### config.mk
export PLATFORM = sky130hd
export DESIGN_NAME = multdiv_sequencer
export DESIGN_NICKNAME = d
export VERILOG_FILES = /design/src/rtl/multdiv_sequencer.sv
export SDC_FILE = /design/constraint.sdc
export NUM_CORES = 1
export LEC_CHECK = 0
export ABC_AREA = 0
export ABC_CLOCK_PERIOD_IN_PS = 5600
export BUFFER_PORTS_ARGS = -buffer_cell sky130_fd_sc_hd__clkbuf_2
export CAP_MARGIN = 30
export CORE_MARGIN = 3
export CORE_UTILIZATION = 39
export DETAILED_ROUTE_END_ITERATION = 7
export HOLD_SLACK_MARGIN = 0.06
export PLACE_DENSITY = 0.6
export SLEW_MARGIN = 15
export SYNTH_ARGS = -nofsm -noshare
export SYNTH_HDL_FRONTEND = slang
export SYNTH_SLANG_ARGS = --single-unit
### constraint.sdc
create_clock -name clock -period 5.6 [get_ports clock]
set_clock_uncertainty 0.05 [all_clocks]
set_input_delay 0.84 -clock clock [delete_from_list [all_inputs] [get_ports clock]]
set_output_delay 0.84 -clock clock [all_outputs]
set_load 0.005 [all_outputs]
### src/rtl/multdiv_sequencer.sv
// Multicycle signed multiply/divide sequencer driving one shared add/subtract-and-shift datapath.
// The pipeline stalls on busy and resumes on data_resultRDY.
module multdiv_sequencer #(
    parameter int WIDTH = 32
) (
    input  logic             clock,
    input  logic             reset,
    input  logic             ctrl_MULT,
    input  logic             ctrl_DIV,
    input  logic [WIDTH-1:0] data_operandA,
    input  logic [WIDTH-1:0] data_operandB,
    output logic [WIDTH-1:0] data_result,
    output logic             data_exception,
    output logic             data_resultRDY,
    output logic             busy
);

    localparam int CW = $clog2(WIDTH);
    localparam logic [CW-1:0] LAST = CW'(WIDTH - 1);

    typedef enum logic [2:0] {IDLE, PREP, RUN, FIX, DONE} state_t;

    state_t               state, next_state;
    logic                 op_div;
    logic [WIDTH-1:0]     operand_a, operand_b;
    logic [WIDTH-1:0]     mag_a, mag_b;
    logic                 neg_result;
    logic [2*WIDTH-1:0]   work;
    logic [CW-1:0]        counter;

    logic [CW-1:0]        bit_idx;
    logic [WIDTH:0]       add_x, add_y, add_sum;
    logic [2*WIDTH-1:0]   prod_signed;
    logic [WIDTH-1:0]     quot_signed;
    logic [WIDTH-1:0]     fix_result;
    logic                 fix_exception;

    always_ff @(posedge clock or negedge reset) begin
        if (!reset) begin
            state <= IDLE;
        end else begin
            state <= next_state;
        end
    end

    always_comb begin
        next_state = state;
        case (state)
            IDLE: if (ctrl_MULT || ctrl_DIV) next_state = PREP;
            PREP: next_state = RUN;
            RUN:  if (counter == LAST) next_state = FIX;
            FIX:  next_state = DONE;
            DONE: next_state = IDLE;
            default: next_state = IDLE;
        endcase
    end

    // One adder serves both ops: shift-add for multiply, trial subtract for restoring divide.
    always_comb begin
        bit_idx = LAST - counter;
        if (op_div) begin
            add_x   = {work[2*WIDTH-1:WIDTH], mag_a[bit_idx]};
            add_y   = {1'b0, mag_b};
            add_sum = add_x - add_y;
        end else begin
            add_x   = {1'b0, work[2*WIDTH-1:WIDTH]};
            add_y   = mag_b[counter] ? {1'b0, mag_a} : '0;
            add_sum = add_x + add_y;
        end
    end

    always_comb begin
        prod_signed   = neg_result ? (~work + 1'b1) : work;
        quot_signed   = neg_result ? (~work[WIDTH-1:0] + 1'b1) : work[WIDTH-1:0];
        fix_result    = '0;
        fix_exception = 1'b0;
        if (op_div) begin
            if (mag_b == '0) begin
                fix_result    = '0;
                fix_exception = 1'b1;
            end else begin
                // A positive quotient with the top bit set only arises from -2^(W-1) / -1.
                fix_result    = quot_signed;
                fix_exception = !neg_result && work[WIDTH-1];
            end
        end else begin
            fix_result    = prod_signed[WIDTH-1:0];
            fix_exception = !((&prod_signed[2*WIDTH-1:WIDTH-1]) ||
                              (~|prod_signed[2*WIDTH-1:WIDTH-1]));
        end
    end

    always_ff @(posedge clock or negedge reset) begin
        if (!reset) begin
            op_div         <= 1'b0;
            operand_a      <= '0;
            operand_b      <= '0;
            mag_a          <= '0;
            mag_b          <= '0;
            neg_result     <= 1'b0;
            work           <= '0;
            counter        <= '0;
            data_result    <= '0;
            data_exception <= 1'b0;
            data_resultRDY <= 1'b0;
        end else begin
            case (state)
                IDLE: begin
                    if (ctrl_MULT || ctrl_DIV) begin
                        op_div    <= !ctrl_MULT;
                        operand_a <= data_operandA;
                        operand_b <= data_operandB;
                    end
                end
                PREP: begin
                    mag_a      <= operand_a[WIDTH-1] ? (~operand_a + 1'b1) : operand_a;
                    mag_b      <= operand_b[WIDTH-1] ? (~operand_b + 1'b1) : operand_b;
                    neg_result <= operand_a[WIDTH-1] ^ operand_b[WIDTH-1];
                    work       <= '0;
                    counter    <= '0;
                end
                RUN: begin
                    if (op_div) begin
                        work <= {add_sum[WIDTH] ? add_x[WIDTH-1:0] : add_sum[WIDTH-1:0],
                                 work[WIDTH-2:0], ~add_sum[WIDTH]};
                    end else begin
                        work <= {add_sum, work[WIDTH-1:1]};
                    end
                    counter <= counter + 1'b1;
                end
                FIX: begin
                    data_result    <= fix_result;
                    data_exception <= fix_exception;
                    data_resultRDY <= 1'b1;
                end
                DONE: begin
                    data_resultRDY <= 1'b0;
                end
                default: begin
                    data_resultRDY <= 1'b0;
                end
            endcase
        end
    end

    assign busy = (state != IDLE);

endmodule

---- After elaboration in Yosys (flattened, before gate mapping) ----
Cells that the tools add are included.
Widths: inputs -> output; s select.
word-level totals
  register bits after elaboration ......... 236
  bits in latches ......................... 0
  bits in writable memories ............... 0
  bits in read-only memories .............. 0
  input port bits ......................... 68
  logic and storage cells ................. 72
  memories ................................ 0
cells by class
  add/subtract/negate cells ............... 8
  multipliers ............................. 0
  div/mod/pow operators ................... 0
  $lt $le $gt $ge ......................... 2
  equal/unequal tests ..................... 6
  shifts and indexed selects .............. 0
  muxes and demuxes ....................... 22
  bitwise gates (word level) .............. 6
  reductions and logical operators ........ 16
operator list
  cell                   count
  $mux 32                7
  $mux 64                2
  $pmux 64 s2            1
  $add 32x1->32 const B  3
  $not 32->32            3
  $add 64x1->64 const B  1
  $not 64->64            1
  $add 32x32->33         1
  $mux 33                1
  $reduce_and 33->1      1
  $reduce_or 33->1       1
  $sub 33x32->33         1
  $logic_not 32->1       1
  $lt 5x6->1 const B     2
  $pmux 3 s4             1
  $bmux 1 s5             2
  $pmux 5 s2             1
  $eq 3x2->1 const B     2
  $mux 3                 2
  $add 5x1->5 const B    1
  $eq 5x5->1 const B     1
  $sub 5x5->5 const A    1
  $logic_not 1->1        4
  $mux 1                 4
  other kinds (12)       15

---- Longest topological paths before layout ----
Gate-level depths: netlist of run 1.
  word-level depth ........................ 8
  gate-level depth with buffers ........... 24
  depth with buffers taken out ............ 19

---- Worst setup path after synthesis of run 1 ----
Ideal clock, no wire load.
  path kind ............................... reg-to-reg
  start ................................... register counter[0]
  end ..................................... register work[56]
  data arrival time ....................... 5.203 ns
  data required time ...................... 5.410 ns
  path slack .............................. 0.206 ns
  cell stages (with the launch flop) ...... 22
  path buffers ............................ 5
  period minus slack after synthesis ...... 5.394 ns
  cell sequence ........................... dfrtp_1 -> clkbuf_1 -> clkbuf_1 -> mux2i_1 -> o221ai_1 -> o22ai_1 -> a21oi_1 -> a21oi_1 -> clkbuf_1 -> nor2b_1 -> ha_1 -> a21o_1 -> or3_1 -> o21a_1 -> a211o_1 -> a311o_1 -> nand3_1 -> a221o_1 -> clkbuf_1 -> buf_2 -> mux2i_1 -> o221ai_1
on the way
  longest elaborated chain between the ends .. 8
RTL lines
  what                                                            line    text
  start, declared                                                 29      logic [CW-1:0] counter;
  start signal, assigned                                          129     counter <= counter + 1'b1;
  $sub 5x5->5 / $bmux 1 s5 (equally long branches)                60, 67
  $bmux 1 s5 / $mux 1 (equally long branches)                     62, 67
  $mux 1 (implied by the code) / $mux 32 (equally long branches)  62, 67
  $sub 33x32->33 / $add 32x32->33 (equally long branches)         64, 68
  $mux 33 *                                                       61      if (op_div) begin
  $mux 32                                                         124     work <= {add_sum[WIDTH] ? add_x[WIDTH-1:0] : add_sum[WIDTH-1:0],
  $mux 64 *                                                       123     if (op_div) begin
  $pmux 64 s2 *                                                   107     case (state)
  end signal, assigned                                            124
  end signal, assigned                                            127     work <= {add_sum, work[WIDTH-1:1]};
  end, declared                                                   28      logic [2*WIDTH-1:0] work;
Every way passes the cells marked *; elsewhere a longest branch is shown, timed or not. The select of a mux whose other input is x is not followed.
A chain may end at the register's enable or synchronous reset.

---- Worst setup path after layout of run 1 ----
  start ................................... register counter[0]
  end ..................................... register work[54]
Same word-level chain as after synthesis.

==> impl_metrics.sql, run 1 <==
INSERT INTO impl_metrics (metric_group, metric, value, unit) VALUES
('status', 'run_status', 'finished, final reports clean', ''),
('detailed_routing', 'wire_per_inst', '19.5', 'µm'),
('worst_setup_path', 'timing.reg2reg.setup_slack', '400', 'ps'),
('power', 'cellLeakagePower', '0.00838', 'µW'),
('synthesis', 'postSynthAreaPerCell', '8.86', 'µm²'),
('place', 'post-place-ws', '369', 'ps'),
('hold_path', 'hp-class', 'input pin to async pin', ''),
('grt', 'grt_first_pass_wirelength', '77200', 'µm'),
('sta', 'post-route-worst-setup-slack', '398', 'ps'),
('floorplanning', 'core', '42000', 'µm²'),
('worst_setup_path', 'timing.critical_path.arrival', '5570', 'ps'),
('power', 'pwr-share-clk', '15.7', '%'),
('grt', 'global_route.overflow_total', '0', ''),
('sta', 'min_period_over_period', '92.9', '%'),
('detailed_routing', 'drt-pass1-iter-count', '5', ''),
('synthesis', 'ys_top_cells_by_area', 'dfrtp_1, o21ai_0, xor2_1', ''),
('synthesis', 'number_of_enable_flip_flop_cells_after_synthesis', '0', ''),
('detailed_routing', 'vias', '14300', ''),
('synthesis', 'yosys.cell_types.count', '79', ''),
('sta', 'fin_tns_setup', '0', 'ps'),
('sta', 'rsz0062_at_grt', 'false', ''),
('worst_setup_path', 'cpMostUsedCell', 'buf_4', ''),
('grt', 'grt_max_degree', '115', ''),
('floorplanning', 'die_width', '212', 'µm'),
('power', 'combinational_share_of_power', '56.7', '%'),
('power', 'vdd.ir_drop.worst', '0.322', 'mV'),
('detailed_routing', 'antenna_left', '0', ''),
('power', 'power.density', '664', 'nW/µm²'),
('sta', 'finalWorstPathRequiredPeriod', '5200', 'ps'),
('synthesis', 'synthesis_warning_total', '0', ''),
('power', 'sequential_power_share', '27.5', '%'),
('clock_network', 'clock_sink_count', '236', ''),
('sta', 'maxSlewHeadroom', '38.8', '%'),
('worst_setup_path', 'timing.critical_path.from_type', 'register', ''),
('clock_network', 'clk_pin_slew_worst_paths', '60', 'ps'),
('detailed_routing', 'wirelength', '48400', 'µm'),
('floorplanning', 'floorplan.initialDensity', '39.5', '%'),
('cells_and_area', 'layout_stage_area_growth_over_the_synthesis_result', '12.5', '%'),
('place', 'dp.cells', '2429', ''),
('synthesis', 'ys_seq_elements', '236', ''),
('place', 'routabilityCongestion', '0.974', ''),
('cells_and_area', 'fin_util', '44.5', '%'),
('sta', 'achievable-frequency', '0.192', 'GHz'),
('synthesis', 'yosysSeqAreaShare', '35.5', '%'),
('worst_setup_path', 'setup.worst_path.end_class', 'register', ''),
('worst_setup_path', 'required_time_of_the_critical_path', '5970', 'ps'),
('cells_and_area', 'finalNetCount', '2063', ''),
('synthesis', 'most_area_hungry_cell_type_in_the_yosys_netlist', 'dfrtp_1', ''),
('synthesis', 'synthCells', '1876', ''),
('synthesis', 'synth.net_count', '2015', ''),
('power', 'intPower', '6500', 'µW'),
('sta', 'slew_viol_final', '0', ''),
('sta', 'worst-slew-pin-transition', '916', 'ps'),
('grt', 'grt.total_usage', '21.3', '%'),
('power', 'switching_power', '5910', 'µW'),
('synthesis', 'synthArstFlopShare', '100', '%'),
('worst_setup_path', 'crit_path_cell_trace', 'buf_4 > buf_4 > mux4_2 > o22ai_1 > a211oi_1 > a21oi_2 > buf_4 > nand2b_1 > inv_1 > ha_1 > a211oi_1 > nor2_1 > o2111ai_1 > a31oi_1 > a41oi_1 > o21ai_1 > a21boi_0 > xor2_1 > o32a_1 > o21ai_0', ''),
('clock_network', 'ctsLongestPathBuffers', '3', ''),
('clock_network', 'cts_htree_levels', '1', ''),
('worst_setup_path', 'path_class', 'register to register', ''),
('worst_setup_path', 'critical_path.max_fanout', '16', ''),
('cells_and_area', 'final_cell_count_no_fill', '2485', ''),
('sta', 'finalSetupViolations', '0', ''),
('cells_and_area', 'sequential_cell_area', '5910', 'µm²'),
('synthesis', 'top_flip_flop_cell_by_instance_count_after_synthesis', 'dfrtp_1', ''),
('detailed_routing', 'detailedRoute.firstIterationViolations', '960', ''),
('place', 'hpwl_reported_at_the_end_of_detailed_placement', '36600', 'µm'),
('cells_and_area', 'antenna_cells_inserted', '0', ''),
('grt', 'grt_pass1_vias', '13900', ''),
('sta', 'holdWs', '257', 'ps'),
('sta', 'timing.final.hold_violations', '0', '');
==> flip-flops by register name, indices dropped and copies added, names as in the netlist <==
name,cells
work,64
data_result,32
mag_a,32
operand_a,32
neg_result,1
operand_b,32
mag_b,32
op_div,1
counter,5
data_resultRDY,1
data_exception,1
state,3
==> final cells by class <==
class	count	area share [%]
clock buffers	37	4.25
inverters	67	1.34
repair buffers	128	4.23
clock inverters	15	1.17
flip-flops and latches	236	31.6
well taps	539	3.61
multi-input cells	1463	53.8
==> layer usage <==
metal	vias to the layer above	GRT usage [%]	wire (µm)
met3	93	2.73	2260
met5	-	0	0
met1	6851	29.1	22000
li1	6939	-	-
met2	400	34.8	22400
met4	0	7.39	1770
==> metrics by stage <==
stage	power (µW)	area (µm²)
3_3_place_gp	10300	17600
4_1_cts	12400	18600
6_report	12400	18700
3_5_place_dp	10400	17600
2_1_floorplan	8250	16600
5_1_grt	13400	18700
==> power groups by stage <==
stage | Combinational, µW | Clock, µW | Sequential, µW
after floorplan | 5290 | 0 | 2960
after global placement | 6810 | 0 | 3450
after detailed placement | 6900 | 0 | 3480
after CTS | 6930 | 2000 | 3450
after global routing | 7810 | 2070 | 3520
final | 7040 | 1950 | 3420
==> layout by cell type, fill, tap and decap left out, drive strengths merged, types with 6 or more instances in the layout <==
cell type  synthesis  final
clkinv             0      7
nor4              26     26
nor3              39     39
and3               9      9
xor2             115    115
mux4               8      8
o221ai            13     13
o211ai             7      7
nand2b            16     16
o41ai             21     21
or4               27     27
or3               26     26
clkbuf            96    138
a22oi             15     15
o21a               8      8
nor2              69     69
inv               67     69
nand2            241    241
xnor2             50     50
a31oi             16     16
a21oi             79     79
dfrtp            236    236
o22ai             13     13
o31ai             30     30
o21bai             8      8
ha                69     69
nand4             28     28
o21ai            224    224
mux2              61     61
buf               14     27
a21o              26     26
a211oi            12     12
a221o              6      6
nor2b             39     39
nand3             23     23
or2                6      6
mux2i             71     71
==> repair_timing <==
action | CTS | global route
endpoints found under the hold margin | 0 | 0
resized for setup | 0 | 1
hold buffers | 0 | 0
setup endpoints to repair | 0 | 1
==> critical path: cells and delay by family (launching register included) <==
| family | cells | cell delay [ps] |
|---|---|---|
| AND/OR/NAND/NOR | 2 | 340 |
| multiplexers | 1 | 520 |
| adder cells (fa/ha/maj) | 1 | 290 |
| XOR/XNOR | 1 | 400 |
| AO/OA/AOI/OAI | 11 | 2290 |
| flip-flops | 1 | 330 |
| buffers and inverters | 4 | 830 |
==> kinds of logic after synthesis <==
family,count (synthesis),share of synthesized area (%)
and+or+nand+nor,573,17.4
AOI/OAI and AO/OA,514,19.4
DFF,236,35.5
buffers and inverters,177,4.08
xor gates and xnor gates,165,8.69
muxes,140,9.49
adders and majority gates,71,5.44
==> worst paths after layout <==
| check | startpoint | endpoint | cells past startpoint |
|---|---|---|---|
| max | counter[0] | work[54] | 20 |
| min | reset | work[24] | 1 |
| max reg2reg | counter[0] | work[54] | 20 |
| min reg2reg | data_result[5] | data_result[5] | 2 |
| max in group asynchronous | reset | work[55] | 2 |
| min in group clock | ctrl_MULT | op_div | 2 |
Note: power is estimated with default switching activity, not from simulation.
==> run 2: changes to the inputs <==
ABC_CLOCK_PERIOD_IN_PS = 4900   (was 5600)
PLACE_DENSITY = 0.58   (was 0.6)
clock period = 4.9 ns   (was 5.6 ns; I/O delays follow)
==> impl_metrics.sql, run 2 (synthesis results as in run 1) <==
INSERT INTO impl_metrics (metric_group, metric, value, unit) VALUES
('power', 'combinational_share_of_power', '59.2', '%'),
('clock_network', 'ctsLongestPathBuffers', '3', ''),
('status', 'run_status', 'finished, final reports clean', ''),
('sta', 'slew_viol_final', '0', ''),
('sta', 'min_period_over_period', '95.8', '%'),
('worst_setup_path', 'path_class', 'register to register', ''),
('floorplanning', 'io_pins', '103', ''),
('floorplanning', 'floorplan.initialDensity', '39.5', '%'),
('cells_and_area', 'finalInstanceArea', '19100', 'µm²'),
('clock_network', 'library_cell_used_as_clock_root_buffer', 'clkbuf_16', ''),
('floorplanning', 'die_width', '212', 'µm'),
('worst_setup_path', 'required_time_of_the_critical_path', '5270', 'ps'),
('detailed_routing', 'detailedRoute.firstIterationViolations', '1036', ''),
('worst_setup_path', 'setup.worst_path.end_class', 'register', ''),
('cells_and_area', 'layout_stage_area_growth_over_the_synthesis_result', '15.1', '%'),
('worst_setup_path', 'timing.critical_path.arrival', '5070', 'ps'),
('worst_setup_path', 'crit_path_cell_trace', 'buf_12 > buf_12 > mux4_2 > o22ai_1 > a211oi_2 > a21oi_2 > buf_4 > nor2b_1 > ha_1 > a21o_1 > or3_1 > o21a_1 > a211o_1 > a311o_1 > nand3_1 > a221o_1 > buf_12 > buf_4 > mux2i_2 > o221ai_1', ''),
('grt', 'grt_max_degree', '109', ''),
('clock_network', 'clk_pin_slew_worst_paths', '60', 'ps'),
('cells_and_area', 'antenna_cells_inserted', '0', ''),
('grt', 'antenna_found_initial', '0', ''),
('place', 'cell_area_after_placement', '18100', 'µm²'),
('clock_network', 'tritoncts_buffers', '28', ''),
('power', 'sequential_power_share', '26.5', '%'),
('floorplanning', 'placement_rows', '75', ''),
('power', 'intPower', '7660', 'µW'),
('cells_and_area', 'layout.cells.most_common', 'nand2_1', ''),
('grt', 'global_route.overflow_total', '0', ''),
('worst_setup_path', 'critPathTopFamily', 'compound AO/OA/AOI/OAI gates', ''),
('sta', 'finalWorstPathRequiredPeriod', '4690', 'ps'),
('worst_setup_path', 'critical_path.n_buffers_inverters', '5', ''),
('detailed_routing', 'drc', '0', ''),
('detailed_routing', 'wire_per_inst', '19.6', 'µm'),
('cells_and_area', 'multi_input_combinational_cell_area', '10100', 'µm²'),
('worst_setup_path', 'critical_path.slowest_cell', 'mux4_2', ''),
('sta', 'rsz0062_at_grt', 'false', ''),
('cells_and_area', 'largest_register_ffs', '64', ''),
('clock_network', 'clock_sink_count', '236', ''),
('cells_and_area', 'finalNetCount', '2123', ''),
('sta', 'worst-slew-pin-transition', '865', 'ps'),
('sta', 'achievable-frequency', '0.213', 'GHz'),
('place', 'dp.cells', '2488', ''),
('cells_and_area', 'fillers', '4131', ''),
('worst_setup_path', 'critical_path.max_fanout', '16', ''),
('power', 'power.density', '756', 'nW/µm²'),
('clock_network', 'clkLatencyLatePin', '570', 'ps'),
('cells_and_area', 'final_cell_count_no_fill', '2540', ''),
('clock_network', 'cts_tree', 'built', ''),
('detailed_routing', 'avgViaCountPerCell', '5.72', ''),
('power', 'net_sw_share', '47.0', '%'),
('worst_setup_path', 'slowest_delay', '500', 'ps'),
('place', 'hpwl_reported_at_the_end_of_detailed_placement', '37900', 'µm'),
('grt', 'grt_pass1_vias', '14300', ''),
('grt', 'grt_first_pass_wirelength', '79500', 'µm'),
('place', 'numPortBuffers', '102', ''),
('sta', 'maxSlewHeadroom', '42.3', '%'),
('floorplanning', 'core', '42000', 'µm²'),
('clock_network', 'cts_htree_levels', '1', ''),
('cells_and_area', 'post_route_cells_drive_above_1_share', '17.0', '%'),
('detailed_routing', 'wirelength', '49900', 'µm'),
('detailed_routing', 'drt-pass1-iter-count', '5', ''),
('sta', 'finalSetupViolations', '0', ''),
('power', 'switching_power', '6800', 'µW'),
('power', 'cellLeakagePower', '0.00863', 'µW'),
('cells_and_area', 'most-common-layout-cells', 'nand2_1, dfrtp_1, o21ai_0', ''),
('sta', 'timing.final.hold_violations', '0', ''),
('grt', 'grt.total_usage', '21.9', '%'),
('cells_and_area', 'top_register', 'work', ''),
('power', 'vdd.ir_drop.worst', '0.362', 'mV'),
('flow_run', 'maxCapViolCount', '0', ''),
('sta', 'fin_tns_setup', '0', 'ps'),
('cells_and_area', 'sequential_cell_area', '5910', 'µm²'),
('clock_network', 'cts-hold-fix-buffers', '0', ''),
('worst_setup_path', 'timing.critical_path.from_type', 'register', ''),
('power', 'pwr-share-clk', '14.3', '%'),
('place', 'routabilityCongestion', '0.953', ''),
('detailed_routing', 'vias', '14500', ''),
('hold_path', 'hp-class', 'input pin to async pin', ''),
('floorplanning', 'die-height', '212', 'µm'),
('floorplanning', 'fp.dieArea', '45100', 'µm²'),
('worst_setup_path', 'cpMostUsedCell', 'buf_12', ''),
('detailed_routing', 'antenna_left', '0', '');
## run 2: cell types whose count changed in the layout (fill, tap and decap cells not counted), moves of 3 or more
cell | previous run | this run
clkbuf_1 | 3 | 8
buf_4 | 19 | 77
buf_12 | 2 | 5
buf_8 | 5 | 2
clkbuf_8 | 6 | 2
## run 2: timing repair
action / CTS / global route
buffers inserted: 0 / 3
resized for setup: 0 / 16
endpoints found under the hold margin: 0 / 0
endpoints found under the setup margin: 0 / 29
## run 2: worst paths after layout
check                                 from               to  slack (ps)  depth (start not counted)
max                             counter[0]         work[56]         210                         20
min                                  reset         work[24]         200                          1
max reg2reg                     counter[0]         work[56]         210                         20
min reg2reg                data_result[17]  data_result[17]         420                          2
max in group asynchronous            reset        mag_b[16]        3460                          2
min in group clock               ctrl_MULT           op_div         300                          2
## run 2: per-stage QoR
step | hold slack (ps) | setup slack [ps] | utilization, % | power (µW)
2_1_floorplan | 389 | 51.4 | - | 9440
3_3_place_gp | 410 | 183 | 43.0 | 12100
3_5_place_dp | 420 | 92.2 | 43.0 | 12200
4_1_cts | 223 | 86.8 | 45.1 | 14300
5_1_grt | 251 | 19.9 | 45.5 | 15700
6_report | 199 | 206 | 45.5 | 14500
## run 2: power by group through the flow
stage	combinational [µW]	clock [µW]	sequential [µW]
finish	8570	2070	3830
global route	9530	2190	3960
CTS	8370	2120	3870
detailed placement	8330	0	3900
global placement	8260	0	3860
floorplan	6060	0	3380
## run 2: area by class of cell
cell class              count  share of cell area (%)
repair buffers            188                    6.61
well taps                 539                    3.53
multi-input cells        1463                    53.0
inverters                  67                    1.32
flip-flops and latches    236                    30.9
clock inverters             9                   0.687
clock buffers              38                    3.96
## run 2: per-layer routing
layer | up-vias | share of wire [%] | global-route usage, % | routed length, µm
met4 | 0 | 4.0 | 7.75 | 1980
met1 | 6925 | 45 | 29.5 | 22600
li1 | 7057 | - | - | -
met2 | 427 | 46 | 36.4 | 23000
met5 | - | 0 | 0 | 0
met3 | 118 | 4.5 | 2.80 | 2260
## run 2: worst reg2reg max path, cell delays in order, from the launching register on
cell and delay (ps):
dfrtp_1 370, buf_12 170, buf_12 170, mux4_2 510
o22ai_1 190, a211oi_2 70, a21oi_2 240, buf_4 170
nor2b_1 50, ha_1 280, a21o_1 200, or3_1 300
o21a_1 210, a211o_1 340, a311o_1 290, nand3_1 90
a221o_1 190, buf_12 160, buf_4 160, mux2i_2 210
o221ai_1 150
==> run 3: changes to the inputs <==
CORE_UTILIZATION = 50   (was 39)
GPL_ROUTABILITY_DRIVEN = 0   (was unset)
MAX_ROUTING_LAYER = met4   (was unset)
PLACE_DENSITY = 0.71   (was 0.58)
==> impl_metrics.sql, run 3 (synthesis results as in run 1) <==
INSERT INTO impl_metrics (metric_group, metric, value, unit) VALUES
('status', 'run_status', 'finished, final reports clean', ''),
('flow_run', 'maxCapViolCount', '0', ''),
('worst_setup_path', 'timing.critical_path.arrival', '5180', 'ps'),
('power', 'power.density', '755', 'nW/µm²'),
('clock_network', 'ctsLongestPathBuffers', '3', ''),
('floorplanning', 'io_pins', '103', ''),
('detailed_routing', 'wire_per_inst', '18.9', 'µm'),
('place', 'numPortBuffers', '102', ''),
('cells_and_area', 'top_register', 'work', ''),
('grt', 'gr-max-usage-layer', 'met2', ''),
('floorplanning', 'core', '32600', 'µm²'),
('worst_setup_path', 'path_class', 'register to register', ''),
('place', 'dp.cells', '2363', ''),
('cells_and_area', 'largest_register_ffs', '64', ''),
('sta', 'finalWorstPathRequiredPeriod', '4800', 'ps'),
('place', 'hpwl_reported_at_the_end_of_detailed_placement', '34100', 'µm'),
('clock_network', 'clkLatencyLatePin', '550', 'ps'),
('power', 'vdd.ir_drop.worst', '0.542', 'mV'),
('floorplanning', 'floorplan.initialDensity', '51.0', '%'),
('grt', 'grt_max_degree', '114', ''),
('grt', 'grt.total_usage', '25.9', '%'),
('worst_setup_path', 'critical_path.max_fanout', '14', ''),
('worst_setup_path', 'timing.critical_path.from_type', 'register', ''),
('clock_network', 'cts-hold-fix-buffers', '0', ''),
('sta', 'holdWs', '206', 'ps'),
('power', 'cellLeakagePower', '0.00851', 'µW'),
('hold_path', 'hp-class', 'input pin to async pin', ''),
('sta', 'timing.final.hold_violations', '0', ''),
('detailed_routing', 'wirelength', '45800', 'µm'),
('clock_network', 'tritoncts_buffers', '27', ''),
('detailed_routing', 'drc', '0', ''),
('cells_and_area', 'post_route_cells_drive_above_1_share', '16.5', '%'),
('grt', 'antenna_found_initial', '0', ''),
('grt', 'grt_pass1_vias', '14300', ''),
('clock_network', 'clock_sink_count', '236', ''),
('cells_and_area', 'layout.cells.most_common', 'nand2_1', ''),
('place', 'cell_area_after_placement', '17700', 'µm²'),
('clock_network', 'library_cell_used_as_clock_root_buffer', 'clkbuf_16', ''),
('sta', 'finalSetupViolations', '0', ''),
('grt', 'globalRouteMet1Util', '33.2', '%'),
('grt', 'grt_first_pass_wirelength', '74200', 'µm'),
('clock_network', 'cts_htree_levels', '1', ''),
('power', 'power.total', '14200', 'µW'),
('sta', 'achievable-frequency', '0.208', 'GHz'),
('sta', 'maxSlewHeadroom', '36.0', '%'),
('sta', 'worst-slew-pin-transition', '960', 'ps'),
('detailed_routing', 'drt-pass1-iter-count', '6', ''),
('detailed_routing', 'antenna_left', '0', ''),
('detailed_routing', 'vias', '14700', ''),
('floorplanning', 'die-height', '188', 'µm'),
('worst_setup_path', 'required_time_of_the_critical_path', '5280', 'ps'),
('floorplanning', 'placement_rows', '66', ''),
('clock_network', 'clk_pin_slew_worst_paths', '60', 'ps'),
('cells_and_area', 'antenna_cells_inserted', '0', ''),
('worst_setup_path', 'setup.worst_path.end_class', 'register', ''),
('cells_and_area', 'layout_stage_area_growth_over_the_synthesis_result', '13.3', '%'),
('detailed_routing', 'avgViaCountPerCell', '6.07', ''),
('grt', 'grt_use_met3', '3.35', '%'),
('grt', 'grt_use_met2', '42.3', '%'),
('cells_and_area', 'most-common-layout-cells', 'nand2_1, dfrtp_1, o21ai_0', ''),
('sta', 'slew_viol_final', '0', ''),
('cells_and_area', 'finalNetCount', '2098', ''),
('sta', 'min_period_over_period', '97.9', '%'),
('detailed_routing', 'detailedRoute.firstIterationViolations', '1197', ''),
('floorplanning', 'die_width', '188', 'µm'),
('clock_network', 'cts_tree', 'built', ''),
('floorplanning', 'fp.dieArea', '35500', 'µm²'),
('cells_and_area', 'final_cell_count_no_fill', '2420', ''),
('grt', 'global_route.overflow_total', '0', ''),
('sta', 'fin_tns_setup', '0', 'ps'),
('cells_and_area', 'finalInstanceArea', '18800', 'µm²');
==> run 3: path summary, 6_finish.rpt <==
path / from / slack (ps) / cells after the start / endpoint
max: counter[0] / 100 / 20 / work[35]
min: reset / 210 / 1 / data_result[23]
max reg2reg: counter[0] / 100 / 20 / work[35]
min reg2reg: data_result[18] / 430 / 2 / data_result[18]
max in group asynchronous: reset / 3440 / 2 / operand_a[20]
min in group clock: ctrl_MULT / 310 / 2 / op_div
==> run 3: area by class of cell <==
cell class	count	area [µm²]
multi-input combinational	1463	10100
inverter	67	251
tap	442	553
clock buffer	35	746
sequential	236	5910
timing repair buffer	164	1100
clock inverter	13	121
fill	2899	13800
==> run 3: repair_timing <==
action                     CTS  global route
setup buffers                0             4
gates resized for setup      0            26
setup endpoints to repair    0            30
==> run 3: critical path: stages, from the launching register on <==
cell and delay, ps:
dfrtp_1 440, buf_12 170, buf_12 140, mux4_2 490, o22ai_1 210, a211oi_2 80, a21oi_2 220, buf_6 150
nor2b_1 40, ha_1 280, a21o_1 190, or3_1 320, o21a_1 210, a211o_4 370, a311o_1 290, nand3_1 90
a221o_1 190, buf_12 160, mux2i_1 210, nor2_1 60, a221o_1 270
==> run 3: routing by layer <==
metal / up-vias / wire length (µm) / part of all wire, %
met5: - / 0 / 0
met4: 0 / 1940 / 4.2
met3: 134 / 3110 / 6.8
met2: 565 / 21200 / 46
met1: 6980 / 19600 / 43
li1: 7009 / - / -
==> run 3: per-stage QoR <==
stage | utilization (%) | setup slack (ps)
floorplan | - | 51.4
global placement | 54.3 | 189
detailed placement | 54.4 | 71.4
CTS | 57.0 | 46.2
global route | 57.7 | -48.5
finish | 57.7 | 102
==> run 3: where the power goes <==
group | switching, µW | internal, µW
Combinational | 4770 | 3590
Clock | 834 | 1130
Sequential | 1130 | 2750
Total | 6740 | 7470
